<file path="src/rtl/matmul_sequencer_if.sv">
// matmul_sequencer_if: start/busy/done handshake, operand store read ports,
// result store write port and file-writer handshake of the matmul sequencer.
// master = sequencer side, slave = stores / writer / upstream side.
interface matmul_sequencer_if #(
   parameter int N      = 4,
   parameter int DATA_W = 32,
   parameter int IDX_W  = $clog2(N) + 1
);
   logic              start;
   logic              busy;
   logic              done;
   logic [IDX_W-1:0]  a_i;
   logic [IDX_W-1:0]  a_j;
   logic [DATA_W-1:0] a_data;
   logic [IDX_W-1:0]  b_i;
   logic [IDX_W-1:0]  b_j;
   logic [DATA_W-1:0] b_data;
   logic [IDX_W-1:0]  c_i;
   logic [IDX_W-1:0]  c_j;
   logic [DATA_W-1:0] c_data;
   logic              c_we;
   logic              wr_start;
   logic              wr_done;

   modport master (
      input  start, a_data, b_data, wr_done,
      output busy, done, a_i, a_j, b_i, b_j, c_i, c_j, c_data, c_we, wr_start
   );

   modport slave (
      output start, a_data, b_data, wr_done,
      input  busy, done, a_i, a_j, b_i, b_j, c_i, c_j, c_data, c_we, wr_start
   );
endinterface

</file>
<file path="src/rtl/matmul_sequencer.sv">
// matmul_sequencer: walks (i, j, k) over an NxN product with one MAC,
// writes each C[i][j] in row-major order, then runs the file-writer
// handshake and pulses done.
// Optional macro MATMUL_SEQ_SAT_EN: saturating product and accumulate;
// when undefined the arithmetic wraps modulo 2^DATA_W.
// All outputs are decoded from state and counters, so an asynchronous
// reset clears them (including wr_start) immediately.
module matmul_sequencer #(
   parameter int N      = 4,
   parameter int DATA_W = 32,
   parameter int IDX_W  = $clog2(N) + 1
) (
   input logic               clk,
   input logic               rst_n,
   matmul_sequencer_if.master bus
);

   typedef enum logic [2:0] {
      IDLE,
      MAC,
      STORE,
      WRITE,
      DONE
   } state_t;

   localparam logic [IDX_W-1:0] LAST = IDX_W'(N - 1);

   state_t            state;
   state_t            state_nxt;
   logic [IDX_W-1:0]  i;
   logic [IDX_W-1:0]  j;
   logic [IDX_W-1:0]  k;
   logic [DATA_W-1:0] acc;
   logic [DATA_W-1:0] acc_base;
   logic [DATA_W-1:0] prod;
   logic [DATA_W-1:0] mac_sum;

`ifdef MATMUL_SEQ_SAT_EN
   logic [2*DATA_W-1:0] prod_full;
   logic [DATA_W:0]     sum_ext;

   // Saturating multiply-accumulate; a carry pins the element at all-ones
   // because any later non-zero addend carries again.
   always_comb begin
      acc_base  = (k == '0) ? '0 : acc;
      prod_full = bus.a_data * bus.b_data;
      prod      = (|prod_full[2*DATA_W-1:DATA_W]) ? '1 : prod_full[DATA_W-1:0];
      sum_ext   = {1'b0, acc_base} + {1'b0, prod};
      mac_sum   = sum_ext[DATA_W] ? '1 : sum_ext[DATA_W-1:0];
   end
`else
   // Modular multiply-accumulate; first k clears the accumulator.
   always_comb begin
      acc_base = (k == '0) ? '0 : acc;
      prod     = bus.a_data * bus.b_data;
      mac_sum  = acc_base + prod;
   end
`endif

   // State register.
   always_ff @(posedge clk or negedge rst_n) begin
      if (!rst_n) state <= IDLE;
      else        state <= state_nxt;
   end

   // Next-state decode and output decode.
   always_comb begin
      state_nxt    = state;
      bus.busy     = (state != IDLE);
      bus.done     = 1'b0;
      bus.a_i      = '0;
      bus.a_j      = '0;
      bus.b_i      = '0;
      bus.b_j      = '0;
      bus.c_i      = '0;
      bus.c_j      = '0;
      bus.c_data   = '0;
      bus.c_we     = 1'b0;
      bus.wr_start = 1'b0;
      case (state)
         IDLE: begin
            if (bus.start) state_nxt = MAC;
         end
         MAC: begin
            bus.a_i = i;
            bus.a_j = k;
            bus.b_i = k;
            bus.b_j = j;
            if (k == LAST) state_nxt = STORE;
         end
         STORE: begin
            bus.c_we   = 1'b1;
            bus.c_i    = i;
            bus.c_j    = j;
            bus.c_data = acc;
            state_nxt  = (i == LAST && j == LAST) ? WRITE : MAC;
         end
         WRITE: begin
            bus.wr_start = 1'b1;
            if (bus.wr_done) state_nxt = DONE;
         end
         DONE: begin
            bus.done  = 1'b1;
            state_nxt = IDLE;
         end
         default: state_nxt = IDLE;
      endcase
   end

   // Index counters and accumulator.
   always_ff @(posedge clk or negedge rst_n) begin
      if (!rst_n) begin
         i   <= '0;
         j   <= '0;
         k   <= '0;
         acc <= '0;
      end else begin
         case (state)
            IDLE: begin
               if (bus.start) begin
                  i   <= '0;
                  j   <= '0;
                  k   <= '0;
                  acc <= '0;
               end
            end
            MAC: begin
               acc <= mac_sum;
               if (k != LAST) k <= k + 1'b1;
            end
            STORE: begin
               k <= '0;
               if (j == LAST) begin
                  j <= '0;
                  i <= i + 1'b1;
               end else begin
                  j <= j + 1'b1;
               end
            end
            default: ;
         endcase
      end
   end

endmodule

</file>
<file path="src/flat_wrapper.sv">
// flat-port wrapper written by rule: the top's interface ports become plain ports
module matmul_sequencer_flat 
#(
   parameter int N      = 4,
   parameter int DATA_W = 32,
   parameter int IDX_W  = $clog2(N) + 1
)
  (clk, rst_n, bus_start, bus_a_data, bus_b_data, bus_wr_done, bus_busy, bus_done, bus_a_i, bus_a_j, bus_b_i, bus_b_j, bus_c_i, bus_c_j, bus_c_data, bus_c_we, bus_wr_start);
  matmul_sequencer_if #(.N(N), .DATA_W(DATA_W), .IDX_W(IDX_W)) bus_i ();
  input logic clk;
  input logic rst_n;
  input wire logic [$bits(bus_i.start)-1:0] bus_start;
  input wire logic [$bits(bus_i.a_data)-1:0] bus_a_data;
  input wire logic [$bits(bus_i.b_data)-1:0] bus_b_data;
  input wire logic [$bits(bus_i.wr_done)-1:0] bus_wr_done;
  output wire logic [$bits(bus_i.busy)-1:0] bus_busy;
  output wire logic [$bits(bus_i.done)-1:0] bus_done;
  output wire logic [$bits(bus_i.a_i)-1:0] bus_a_i;
  output wire logic [$bits(bus_i.a_j)-1:0] bus_a_j;
  output wire logic [$bits(bus_i.b_i)-1:0] bus_b_i;
  output wire logic [$bits(bus_i.b_j)-1:0] bus_b_j;
  output wire logic [$bits(bus_i.c_i)-1:0] bus_c_i;
  output wire logic [$bits(bus_i.c_j)-1:0] bus_c_j;
  output wire logic [$bits(bus_i.c_data)-1:0] bus_c_data;
  output wire logic [$bits(bus_i.c_we)-1:0] bus_c_we;
  output wire logic [$bits(bus_i.wr_start)-1:0] bus_wr_start;
  assign bus_i.start = bus_start;
  assign bus_i.a_data = bus_a_data;
  assign bus_i.b_data = bus_b_data;
  assign bus_i.wr_done = bus_wr_done;
  assign bus_busy = bus_i.busy;
  assign bus_done = bus_i.done;
  assign bus_a_i = bus_i.a_i;
  assign bus_a_j = bus_i.a_j;
  assign bus_b_i = bus_i.b_i;
  assign bus_b_j = bus_i.b_j;
  assign bus_c_i = bus_i.c_i;
  assign bus_c_j = bus_i.c_j;
  assign bus_c_data = bus_i.c_data;
  assign bus_c_we = bus_i.c_we;
  assign bus_wr_start = bus_i.wr_start;
  matmul_sequencer #(.N(N), .DATA_W(DATA_W), .IDX_W(IDX_W)) u_core (.clk(clk), .rst_n(rst_n), .bus(bus_i));
endmodule
</file>
<file path="config.mk">
export PLATFORM = sky130hd
export DESIGN_NAME = matmul_sequencer_flat
export DESIGN_NICKNAME = d
export VERILOG_FILES = /design/src/rtl/matmul_sequencer_if.sv /design/src/rtl/matmul_sequencer.sv /design/src/flat_wrapper.sv
export SDC_FILE = /design/constraint.sdc
export NUM_CORES = 1
export LEC_CHECK = 0
export BUFFER_PORTS_ARGS = -buffer_cell sky130_fd_sc_hd__buf_4
export CAP_MARGIN = 10
export CORE_MARGIN = 2
export CORE_UTILIZATION = 50
export DETAILED_ROUTE_END_ITERATION = 10
export GPL_ROUTABILITY_DRIVEN = 0
export MAX_ROUTING_LAYER = met4
export PLACE_DENSITY_LB_ADDON = 0.25
export RECOVER_POWER = 50
export SYNTH_ARGS = -nofsm -noshare
export SYNTH_HDL_FRONTEND = slang
export SYNTH_SLANG_ARGS = --single-unit
</file>
<file path="constraint.sdc">
create_clock -name clk -period 6.47 [get_ports clk]
set_input_delay 0.9705 -clock clk [delete_from_list [all_inputs] [get_ports clk]]
set_output_delay 0.9705 -clock clk [all_outputs]
set_load 0.01 [all_outputs]
</file>
---- Word-level counts from Yosys, hierarchy flattened ----
Index checks and enable logic that the tools add are counted.
storage, ports and cells
  register bits after elaboration ......... 44
  output and inout port bits .............. 54
cells by class
  add/sub/neg operators ................... 4
  $mul .................................... 1
  eq/ne operators ......................... 13
  muxes and demuxes ....................... 24
  reductions and logical operators ........ 12
operator list
  kind                   count
  $mux W32               3
  $pmux W32 S2           1
  $mux W3                12
  $add A32 B32 Y32       1
  $mul A32 B32 Y32       1
  $eq A3 B2 Y1 const B   5
  $pmux W3 S2            2
  $pmux W3 S4            1
  $add A3 B1 Y3 const B  3
  $pmux W3 S3            1
  $reduce_and A3 Y1      3
  $logic_not A3 Y1       2
  $ne A2 B1 Y1 const B   3
  $reduce_bool A3 Y1     2
  $ne A2 B2 Y1 const B   2
  $reduce_and A2 Y1      2
  $reduce_bool A2 Y1     2
  $eq A3 B1 Y1 const B   1
  $eq A3 B3 Y1 const B   1
  $mux W1                3
  $ne A3 B2 Y1 const B   1
  $mux W2                1
  $logic_and A1 B1 Y1    1

---- Logic depth before layout (Yosys ltp) ----
Gate-level depths: netlist of run 1.
  depth after elaboration ................. 4
  depth in mapped cells ................... 30
  mapped depth without buffers ............ 29

---- Least setup slack after synthesis of run 1 ----
No wires, ideal clock.
  path kind ............................... input to register
  from .................................... input port bus_b_data[3]
  to ...................................... register u_core.acc[31]
  setup time .............................. 130 ps
  arrival time ............................ 7355 ps
  required time ........................... 6340 ps
  setup slack ............................. -1014 ps
  stages .................................. 26
  cells stage by stage .................... clkbuf_1 > clkbuf_1 > and2_1 > fa_1 > fa_1 > fa_1 > inv_1 > fa_1 > inv_1 > fa_1 > fa_1 > fa_1 > inv_1 > fa_1 > inv_1 > ha_1 > buf_6 > and3_4 > and3_4 > a221oi_2 > nor2b_1 > a211oi_2 > a21oi_1 > a31oi_1 > xnor2_1 > o21ai_1
between the ends
  word-level cells in the longest chain between the ends .. 3
ends and longest elaborated chain
  element                 RTL line                 RTL
  start: declaration      flat_wrapper.sv:14       input wire logic [$bits(bus_i.b_data)-1:0] bus_b_data;
  $mul A32 B32 Y32        matmul_sequencer.sv:55   prod = bus.a_data * bus.b_data;
  $add A32 B32 Y32        matmul_sequencer.sv:56   mac_sum = acc_base + prod;
  $pmux W32 S2            matmul_sequencer.sv:118  case (state)
  end signal: assignment  matmul_sequencer.sv:128  acc <= mac_sum;
  end: declaration        matmul_sequencer.sv:33   logic [DATA_W-1:0] acc;
No other way between the ends.
A chain may end at the register's enable or synchronous reset.

---- Final worst setup path of run 1 ----
  from .................................... input port bus_b_data[1]
  to ...................................... register u_core.acc[31]
The elaborated chain is that of the path after synthesis.

==> metrics.md, run 1 <==
| Metric | Value |
|---|---|
| Status | `finished with violations` |
| Violated checks | `capacitance limit, slew limit, setup timing` |
| Number of distinct library cells after synthesis | `48` |
| Cts bufs inserted | `5` |
| Die area | `39800 um^2` |
| # IOs | `122` |
| Worst Path Arrival | `about 7.3 ns` |
| Post-route insts no fill | `2913` |
| Skew-Pair Late Insertion Delay | `0.29 ns` |
| Layout Nets | `3037` |
| Dpl cells | `2875` |
| Antenna violations before repair | `1` |
| Worst path max stage delay | `0.56 ns` |
| Layout area overhead | `23.0%` |
| Crit path launch | `bus_b_data[1]` |
| Mapped cell area | `19100 um^2` |
| Iteration-0 DRC Markers | `906` |
| H-tree depth | `2` |
| Net Count, Synth | `2788` |
| Cell taking the most area after synthesis | `fa_1` |
| R2R Path Start | `u_core.k[0]` |
| Min setup slack post-route | `-0.673 ns` |
| Post-synth EDFFs | `0` |
| CTS tree | `yes` |
| Avg Inst Size Synth | `8.87 um^2` |
| DR pass1 iterations | `5` |
| Reg2reg end | `u_core.acc[31]` |
| Setup TNS | `-6.81 ns` |
| Row count | `71` |
| Worst path slowest cell | `fa_1` |
| Relative slew slack | `-66.9%` |
| Count of input and output buffers | `121` |
| Vias in the first global route | `16300` |
| Post-DR vias/cell | `between 5 and 6` |
| Worst R2R Setup Slack | `-0.65 ns` |
| Fmax | `between 100 and 150 MHz` |
| Max Cap Viol | `1` |
| Gate Count Post-Synth | `2152` |
| Initial Utilization | `between 50% and 60%` |
| Clock sinks | `44` |
| Clock slew seen by the registers of the worst setup and hold paths | `0.07 ns` |
| Clock Tree Buf Depth | `2` |
| Core ar. | `37700 um^2` |
| Min Hold Slack | `0.515 ns` |
| Critical Path RT | `6.63 ns` |
| Reg2reg path depth | `30` |
| Worst slew pin tran | `2.50 ns` |
| Fraction of layout cells with a size suffix above 1 | `23.2%` |
| Total Routing Usage GR | `29.4%` |
| Clk root buf | `clkbuf_16` |
| Yosys reg bits | `44` |
| Via count | `14800` |
| Die width | `199 um` |
| Period utilization | `110%` |
| WL/cell | `18.4 um` |
| Seq/Total Area, Yosys | `5.77%` |
| Top FF cell, synth | `dfrtp_1` |
| Hold-fix buffers at CTS | `0` |
| Fraction of registers with async set/reset | `100%` |
| Worst-case clock skew | `0.00423 ns` |
| Final setup vio count | `17` |
| Worst Path Max Fanout | `6` |
| Largest net degree at the start of global routing | `53` |
| Top post-synthesis cells by area | `fa_1, and2_1, inv_1` |
| Critical Path Start Type | `primary input` |
| Drc violations | `0` |
| Slew Limit Fails | `45` |
| Grt total ovfl | `0` |
| Ys Warns | `0` |
| Unrepaired setup endpoints after global routing | `true` |
| Area share of the largest cell type after synthesis | `roughly 46%` |
| DIE HEIGHT | `between 150 and 200 um` |
| Total routed wirelength | `53.5 mm` |
| WS Path Type | `primary input to flip-flop` |
| Global-route wire length before repair | `between 80 and 90 mm` |
| Post-DP HPWL | `approximately 45 mm` |
| Routed Antenna Nets | `0` |
| Utilization after layout | `62.4%` |
| Cell mode on critical path | `fa_1` |
| Hold Vio Cnt, Final | `0` |
| Hold Crit Class | `flip-flop to flip-flop` |
| Critical Path End | `u_core.acc[31]` |
| Final min period | `7.14 ns` |
| Critical Path Sink Type | `flip-flop` |
-- worst max-delay path: cells and delay by family --
kind | cells | cell delay, ns
simple gates | 4 | 0.38
fa+ha+maj | 9 | 4.38
compound gates | 4 | 0.67
xor+xnor | 1 | 0.15
buf+inv | 9 | 0.76
-- cell usage in the layout (no fill, tap or decap), types with 4 or more instances in the layout --
cell       count
ha_4          28
o21bai_1       4
a21o_1        12
ha_1         101
o21ai_0       16
a21oi_1       20
nor2_1        17
nor3b_1        5
xnor2_2        5
a21oi_4        6
nand2b_1       5
o21ai_1       17
xnor2_1       60
o21a_1         6
dfrtp_1       44
nand3_1       22
fa_2          22
inv_2         43
nand2_1      275
clkbuf_16      7
a21oi_2        5
buf_4        288
fa_1         416
buf_12        20
inv_1        443
and3_1        39
o21ai_2        6
and2_1       296
buf_6         36
xor2_1        18
nand2_2       14
and2_4        32
buf_8          9
-- worst min-delay path by stage --
stage | from | endpoint | slack (ns) | cells after the start
finish | u_core.i[2] | u_core.i[2] | 0.51 | 2
global route | u_core.i[2] | u_core.i[2] | 0.53 | 2
CTS | u_core.i[2] | u_core.i[2] | 0.51 | 2
detailed placement | u_core.i[2] | u_core.i[2] | 0.50 | 2
global placement | u_core.i[2] | u_core.i[2] | 0.46 | 2
floorplan | u_core.i[2] | u_core.i[2] | 0.45 | 2
-- cells by family (layout without fill, tap and decap cells) --
| logic type | Yosys count | in the layout | synth area share [%] |
|---|---|---|---|
| xor+xnor | 87 | 87 | 3.99 |
| fa+ha+maj | 568 | 568 | 54.5 |
| buf+inv | 601 | 850 | 12.0 |
| mux | 1 | 1 | 0.0524 |
| other cells | 0 | 1 | 0 |
| flops | 44 | 44 | 5.77 |
| simple gates | 737 | 737 | 20.0 |
| compound gates | 114 | 114 | 3.74 |
-- state kept, by name, indices dropped and copies added, names as in the netlist --
name / count
u_core.acc: 32
u_core.i: 3
u_core.j: 3
u_core.k: 3
u_core.state: 3
-- per-stage QoR --
| step | area, um^2 | setup slack, ns |
|---|---|---|
| CTS | 22900 | -0.631 |
| detailed placement | 22100 | -1.01 |
| floorplan | 19400 | -0.679 |
| finish | 23500 | -0.673 |
| global route | 23500 | -0.894 |
| global placement | 22100 | -0.908 |
-- layer usage --
metal  part of all wire [%]  vias to the layer above  GRT usage (%)  routed length (um)
met4                    3.4                        0           8.09                1830
li1                       -                     6734              -                   -
met2                     47                      484           45.9               25100
met5                      0                        -              -                   0
met3                    6.2                       81           3.73                3320
met1                     43                     7518           40.9               23300
-- cells in the mapped netlist (2+ instances only) --
master,number
a211oi_1,2
a21o_1,12
a21oi_1,31
a311oi_1,2
a31oi_1,3
and2_1,328
and3_1,39
and3_4,2
buf_2,8
buf_4,3
clkbuf_1,102
dfrtp_1,44
fa_1,438
ha_1,130
inv_1,486
nand2_1,292
nand2b_1,7
nand3_1,25
nand3b_1,2
nor2_1,20
nor2b_1,3
nor3_1,4
nor3b_1,6
nor4_1,2
o211ai_1,3
o21a_1,6
o21ai_0,26
o21ai_1,15
o21bai_1,4
o31ai_1,3
or2_2,2
xnor2_1,65
xor2_1,22
-- area by class of cell --
| class | count | area [um^2] |
|---|---|---|
| inverters | 486 | 1820 |
| diodes | 1 | 2.50 |
| well taps | 511 | 639 |
| clock inverters | 2 | 60.1 |
| fillers | 3160 | 14200 |
| multi-input cells | 1507 | 16500 |
| clock buffers | 5 | 125 |
| repair buffers | 357 | 3180 |
| flip-flops and latches | 44 | 1100 |
-- repair_timing --
item	in CTS	in global routing
cloned	3	2
pin swaps	101	115
buffers inserted	17	13
endpoints found under the setup margin	18	19
gates resized for setup	121	139
Power of run 1 is left out: the tool's default activity adds up to more than one toggle a clock period on the data nets, which glitch-free logic cannot reach.
==> inputs of run 2 (changes only) <==
--- a/config.mk
+++ b/config.mk
@@ -14,6 +14,7 @@
 export MAX_ROUTING_LAYER = met4
 export PLACE_DENSITY_LB_ADDON = 0.25
 export RECOVER_POWER = 50
+export SETUP_SLACK_MARGIN = 0.15
 export SYNTH_ARGS = -nofsm -noshare
 export SYNTH_HDL_FRONTEND = slang
 export SYNTH_SLANG_ARGS = --single-unit
==> metrics.md, run 2 (synthesized netlist as in run 1, its figures left out) <==
| Metric | Value |
|---|---|
| Cts bufs inserted | `5 (unchanged)` |
| Post-DP HPWL | `45.5 mm (+0.19%)` |
| Skew-Pair Late Insertion Delay | `0.29 ns (about the same)` |
| Hold Crit Class | `flip-flop to flip-flop` |
| Fraction of layout cells with a size suffix above 1 | `21.6% (-1.6 points)` |
| Row count | `71 (unchanged)` |
| Most Used Layer, Global Route | `met2` |
| Status | `finished with violations` |
| Post-DR vias/cell | `5.15 (+1.3%)` |
| Min setup slack post-route | `-1.01 ns (-0.337 ns)` |
| Clk root buf | `clkbuf_16` |
| Violated checks | `capacitance limit, slew limit, setup timing` |
| Hold-fix buffers at CTS | `0 (unchanged)` |
| Worst-case clock skew | `0.0115 ns (+0.00730 ns)` |
| DR pass1 iterations | `6 (+1)` |
| CP top delay family | `buffers and inverters` |
| Clock Tree Buf Depth | `2 (unchanged)` |
| Layout area overhead | `23.5%` |
| DIE HEIGHT | `199 um (unchanged)` |
| Post-place setup slack | `-1.03 ns (-0.0221 ns)` |
| Critical Path Start Type | `flip-flop` |
| Total routed wirelength | `54.1 mm (+1.2%)` |
| Vias in the first global route | `16400 (+0.69%)` |
| Total Routing Usage GR | `29.4% (-0.045 points)` |
| Met1 Use GR | `40.8% (about the same)` |
| Worst slew pin tran | `2.63 ns (+0.127 ns)` |
| Worst Path Max Fanout | `4 (-2)` |
| Final setup vio count | `20 (+3)` |
| Grt total ovfl | `0 (unchanged)` |
| Met3 usage | `4.08% (+0.35 points)` |
| Post-route insts no fill | `2952 (+1.3%)` |
| Cell mode on critical path | `buf_6` |
| Worst path max stage delay | `0.43 ns (-0.13 ns)` |
| Most frequent cells in the layout | `inv_1, fa_1, and2_1, buf_4, nand2_1` |
| Clock sinks | `44 (unchanged)` |
| Commonest non-fill, non-tap cell in the layout | `inv_1` |
| Hold Vio Cnt, Final | `0 (unchanged)` |
| Antenna violations before repair | `1 (unchanged)` |
| Unrepaired setup endpoints after global routing | `true` |
| Via count | `15200 (+2.6%)` |
| Core ar. | `37700 um^2 (unchanged)` |
| Die area | `39800 um^2 (unchanged)` |
| Slew Limit Fails | `45 (unchanged)` |
| Worst R2R Setup Slack | `-0.70 ns (-0.05 ns)` |
| Period utilization | `116% (+5.2 points)` |
| Buf+Inv Stages, Crit Path | `53 (+44)` |
| Largest register FFs | `32 (unchanged)` |
| WS Path Type | `flip-flop to output port` |
| Relative slew slack | `-75.4% (-8.5 points)` |
| Count of input and output buffers | `121 (unchanged)` |
| Drc violations | `0 (unchanged)` |
| Fill count | `3104 (-1.8%)` |
| Clock slew seen by the registers of the worst setup and hold paths | `0.07 ns (about the same)` |
| Largest net degree at the start of global routing | `53 (unchanged)` |
| Max Cap Viol | `1 (unchanged)` |
| Die width | `199 um (unchanged)` |
| Worst path slowest cell | `dfrtp_2` |
| Final min period | `7.48 ns (+0.337 ns)` |
| Routed Antenna Nets | `0 (unchanged)` |
| GR Util met2 | `46.0% (+0.12 points)` |
| CTS tree | `yes` |
| Initial Utilization | `50.7% (unchanged)` |
| Worst Path Arrival | `6.51 ns (-0.79 ns)` |
| Global-route wire length before repair | `87.5 mm (about the same)` |
| Layout Nets | `3076 (+1.3%)` |
| Largest register by flop count | `u_core.acc` |
| # IOs | `122 (unchanged)` |
| Dpl cells | `2875 (unchanged)` |
| Fmax | `134 MHz (-4.5%)` |
| Iteration-0 DRC Markers | `844 (-6.8%)` |
| Critical Path Sink Type | `output port` |
| H-tree depth | `2 (unchanged)` |
| Critical Path RT | `5.50 ns (-1.13 ns)` |
| WL/cell | `18.3 um (-0.18%)` |
## run 2: worst paths after layout
path / start / to / cells after the start
worst max-delay path: u_core.k[0] / bus_a_j[0] / 54
worst min-delay path: u_core.i[2] / u_core.i[2] / 2
worst max register to register: u_core.k[0] / u_core.acc[27] / 29
worst min register to register: u_core.i[2] / u_core.i[2] / 2
max in group asynchronous: rst_n / u_core.k[0] / 1
min in group asynchronous: rst_n / u_core.state[2] / 1
## run 2: through the flow
stage | instance area [um^2] | hold WS [ns] | setup TNS (ns) | util, %
2_1_floorplan | 19500 | 0.450 | -4.92 | -
3_3_place_gp | 22100 | 0.465 | -11.74 | 58.6
3_5_place_dp | 22100 | 0.476 | -12.63 | 58.6
4_1_cts | 23100 | 0.491 | -8.35 | 61.3
5_1_grt | 23600 | 0.515 | -13.62 | 62.6
6_report | 23600 | 0.493 | -9.20 | 62.6
## run 2: what timing repair did
item | 4_1_cts | 5_1_grt
endpoints found under the setup margin | 20 | 23
resized for setup | 106 | 81
gates cloned | 0 | 1
buffers inserted | 57 | 11
pin swaps | 48 | 28
## run 2: layout make-up
class	count	area, um^2	share of cell area, %
clock buffer	5	125	0.531
inverter	486	1820	7.74
sequential	44	1100	4.68
tap	511	639	2.71
clock inverter	2	60.1	0.255
timing repair buffer	396	3410	14.5
antenna	1	2.50	0.0106
multi-input combinational	1507	16400	69.6
## run 2: layer usage
| layer | up-vias | routed length [um] |
|---|---|---|
| met1 | 7743 | 23100 |
| met5 | - | 0 |
| met2 | 552 | 25600 |
| met3 | 97 | 3640 |
| met4 | 0 | 1740 |
| li1 | 6814 | - |
## run 2: worst reg2reg max path, delay by kind of cell, from the launching register on
kind | cells | cell delay [ns]
AOI/OAI and AO/OA | 5 | 0.84
buffers and inverters | 10 | 0.94
and+or+nand+nor | 3 | 0.22
xor gates and xnor gates | 1 | 0.16
DFF | 1 | 0.46
adders and majority gates | 10 | 4.41
Power of run 2 is left out for the same reason.
==> inputs of run 3 (changes only) <==
==> constraint.sdc (replaced) <==
create_clock -name clk -period 8.6 [get_ports clk]
set_input_delay 1.29 -clock clk [delete_from_list [all_inputs] [get_ports clk]]
set_output_delay 1.29 -clock clk [all_outputs]
set_load 0.01 [all_outputs]
==> metrics.md, run 3 (synthesized netlist as in run 1, its figures left out) <==
| Metric | Value |
|---|---|
| Final setup vio count | `0 (-100%)` |
| Clock sinks | `44 (unchanged)` |
| Critical Path Sink Type | `flip-flop` |
| Worst-case clock skew | `0.00635 ns (-0.00518 ns)` |
| Violated checks | `capacitance limit, slew limit` |
| Antenna violations before repair | `2 (+1)` |
| Worst R2R Setup Slack | `0.64 ns (+1.34 ns)` |
| Worst path max stage delay | `0.55 ns (+0.12 ns)` |
| Critical Path RT | `8.73 ns (+3.23 ns)` |
| DIE HEIGHT | `199 um (unchanged)` |
| Fraction of layout cells with a size suffix above 1 | `5.93% (-16 points)` |
| Buf+Inv Stages, Crit Path | `7 (-87%)` |
| Clock slew seen by the registers of the worst setup and hold paths | `0.07 ns (about the same)` |
| Total routed wirelength | `49.7 mm (-8.2%)` |
| Die area | `39800 um^2 (unchanged)` |
| Clk root buf | `clkbuf_16` |
| Vias in the first global route | `15500 (-6.0%)` |
| Largest register by flop count | `u_core.acc` |
| Grt total ovfl | `0 (unchanged)` |
| Worst path slowest cell | `fa_1` |
| Iteration-0 DRC Markers | `836 (-0.95%)` |
| Via count | `14100 (-7.2%)` |
| Routed Antenna Nets | `0 (unchanged)` |
| Final min period | `7.96 ns` |
| Core ar. | `37700 um^2 (unchanged)` |
| Clock Tree Buf Depth | `2 (unchanged)` |
| Cell mode on critical path | `fa_1` |
| Initial Utilization | `50.7% (unchanged)` |
| DR pass1 iterations | `5 (-1)` |
| # IOs | `122 (unchanged)` |
| Post-CTS setup buffers | `0 (-100%)` |
| Row count | `71 (unchanged)` |
| Post-DR vias/cell | `5.25 (+1.9%)` |
| CP top delay family | `adder cells` |
| Reg2reg path depth | `28 (-3.4%)` |
| Max Cap Viol | `2 (+1)` |
| Critical Path End | `u_core.acc[31]` |
| WS Path Type | `flip-flop to flip-flop` |
| Unrepaired setup endpoints after global routing | `false` |
| Hold Vio Cnt, Final | `0 (unchanged)` |
| Drc violations | `0 (unchanged)` |
| Worst Path Arrival | `8.09 ns (+1.58 ns)` |
| Reg2reg end | `u_core.acc[31]` |
| Total Routing Usage GR | `27.6% (-1.7 points)` |
| Hold Crit Class | `flip-flop to flip-flop` |
| PostCTS Resize Cnt | `0 (-100%)` |
| Die width | `199 um (unchanged)` |
| Period utilization | `approximately 93%` |
| Relative slew slack | `-71.8% (+3.6 points)` |
| R2R Path Start | `u_core.k[0]` |
| Hold-fix buffers at CTS | `0 (unchanged)` |
| Cts bufs inserted | `5 (unchanged)` |
| Commonest non-fill, non-tap cell in the layout | `inv_1` |
| Worst slew pin tran | `2.58 ns (-0.0534 ns)` |
| Critical Path Start Type | `flip-flop` |
| Status | `finished with violations` |
| Layout Nets | `2811 (-8.6%)` |
| Global-route wire length before repair | `82.6 mm (-5.6%)` |
| H-tree depth | `2 (unchanged)` |
| Most frequent cells in the layout | `inv_1, fa_1, and2_1, nand2_1, ha_1` |
| Worst Path Max Fanout | `14 (+10)` |
| Crit path launch | `u_core.k[0]` |
| Levels on crit path | `28 (-48%)` |
| Largest register FFs | `32 (unchanged)` |
| N_diodes | `0 (-1)` |
| Largest net degree at the start of global routing | `49 (-7.5%)` |
| Count of input and output buffers | `121 (unchanged)` |
| Fmax | `between 100 and 150 MHz` |
| Setup TNS | `0 ns (+9.20 ns)` |
| Slew Limit Fails | `94 (+110%)` |
| Post-DP HPWL | `40.1 mm (-12%)` |
| Skew-Pair Late Insertion Delay | `0.30 ns (about the same)` |
| CTS tree | `yes` |
| Layout area overhead | `6.63%` |
| WL/cell | `18.5 um (+0.90%)` |
[run 3: worst reg2reg max path, delay by kind of cell (launching register included)]
family | cells | cell delay, ns
xor gates and xnor gates | 1 | 0.15
and+or+nand+nor | 5 | 1.05
buffers and inverters | 7 | 0.61
DFF | 1 | 0.40
AOI/OAI and AO/OA | 5 | 0.98
adders and majority gates | 10 | 4.61
[run 3: final cells by class]
class                   instances  area [um^2]
fillers                      3515        17300
repair buffers                131          920
inverters                     486         1820
clock buffers                   6          129
well taps                     511          639
clock inverters                 2         35.0
multi-input cells            1507        15700
flip-flops and latches         44         1100
[run 3: worst min-delay path by stage]
stage,start,endpoint,slack (ns),cells past startpoint
final,u_core.acc[25],u_core.acc[25],0.51,2
after global routing,u_core.k[2],u_core.k[2],0.52,2
after CTS,u_core.k[2],u_core.k[2],0.51,2
after detailed placement,u_core.acc[25],u_core.acc[25],0.50,2
after global placement,u_core.i[2],u_core.i[2],0.46,2
after floorplan,u_core.i[2],u_core.i[2],0.45,2
[run 3: metal layers]
metal | vias up | GRT usage [%] | routed length [um] | part of all wire, %
met1 | 7298 | 37.3 | 21100 | 42
met2 | 434 | 44.9 | 24300 | 49
met3 | 94 | 2.65 | 2770 | 5.6
li1 | 6280 | - | - | -
met4 | 0 | 7.71 | 1590 | 3.2
met5 | - | - | 0 | 0
[run 3: stage by stage]
stage	utilization [%]	cells	setup WS (ns)	hold WS, ns	cell area (um^2)
after detailed placement	53.8	2679	0.417	0.500	20300
after floorplan	-	2152	0.796	0.450	19100
after CTS	54.2	2687	0.686	0.514	20400
after global routing	54.0	2687	0.160	0.523	20400
final	54.0	2687	0.638	0.507	20400
after global placement	53.8	2679	0.557	0.464	20300
Power of run 3 is left out for the same reason.
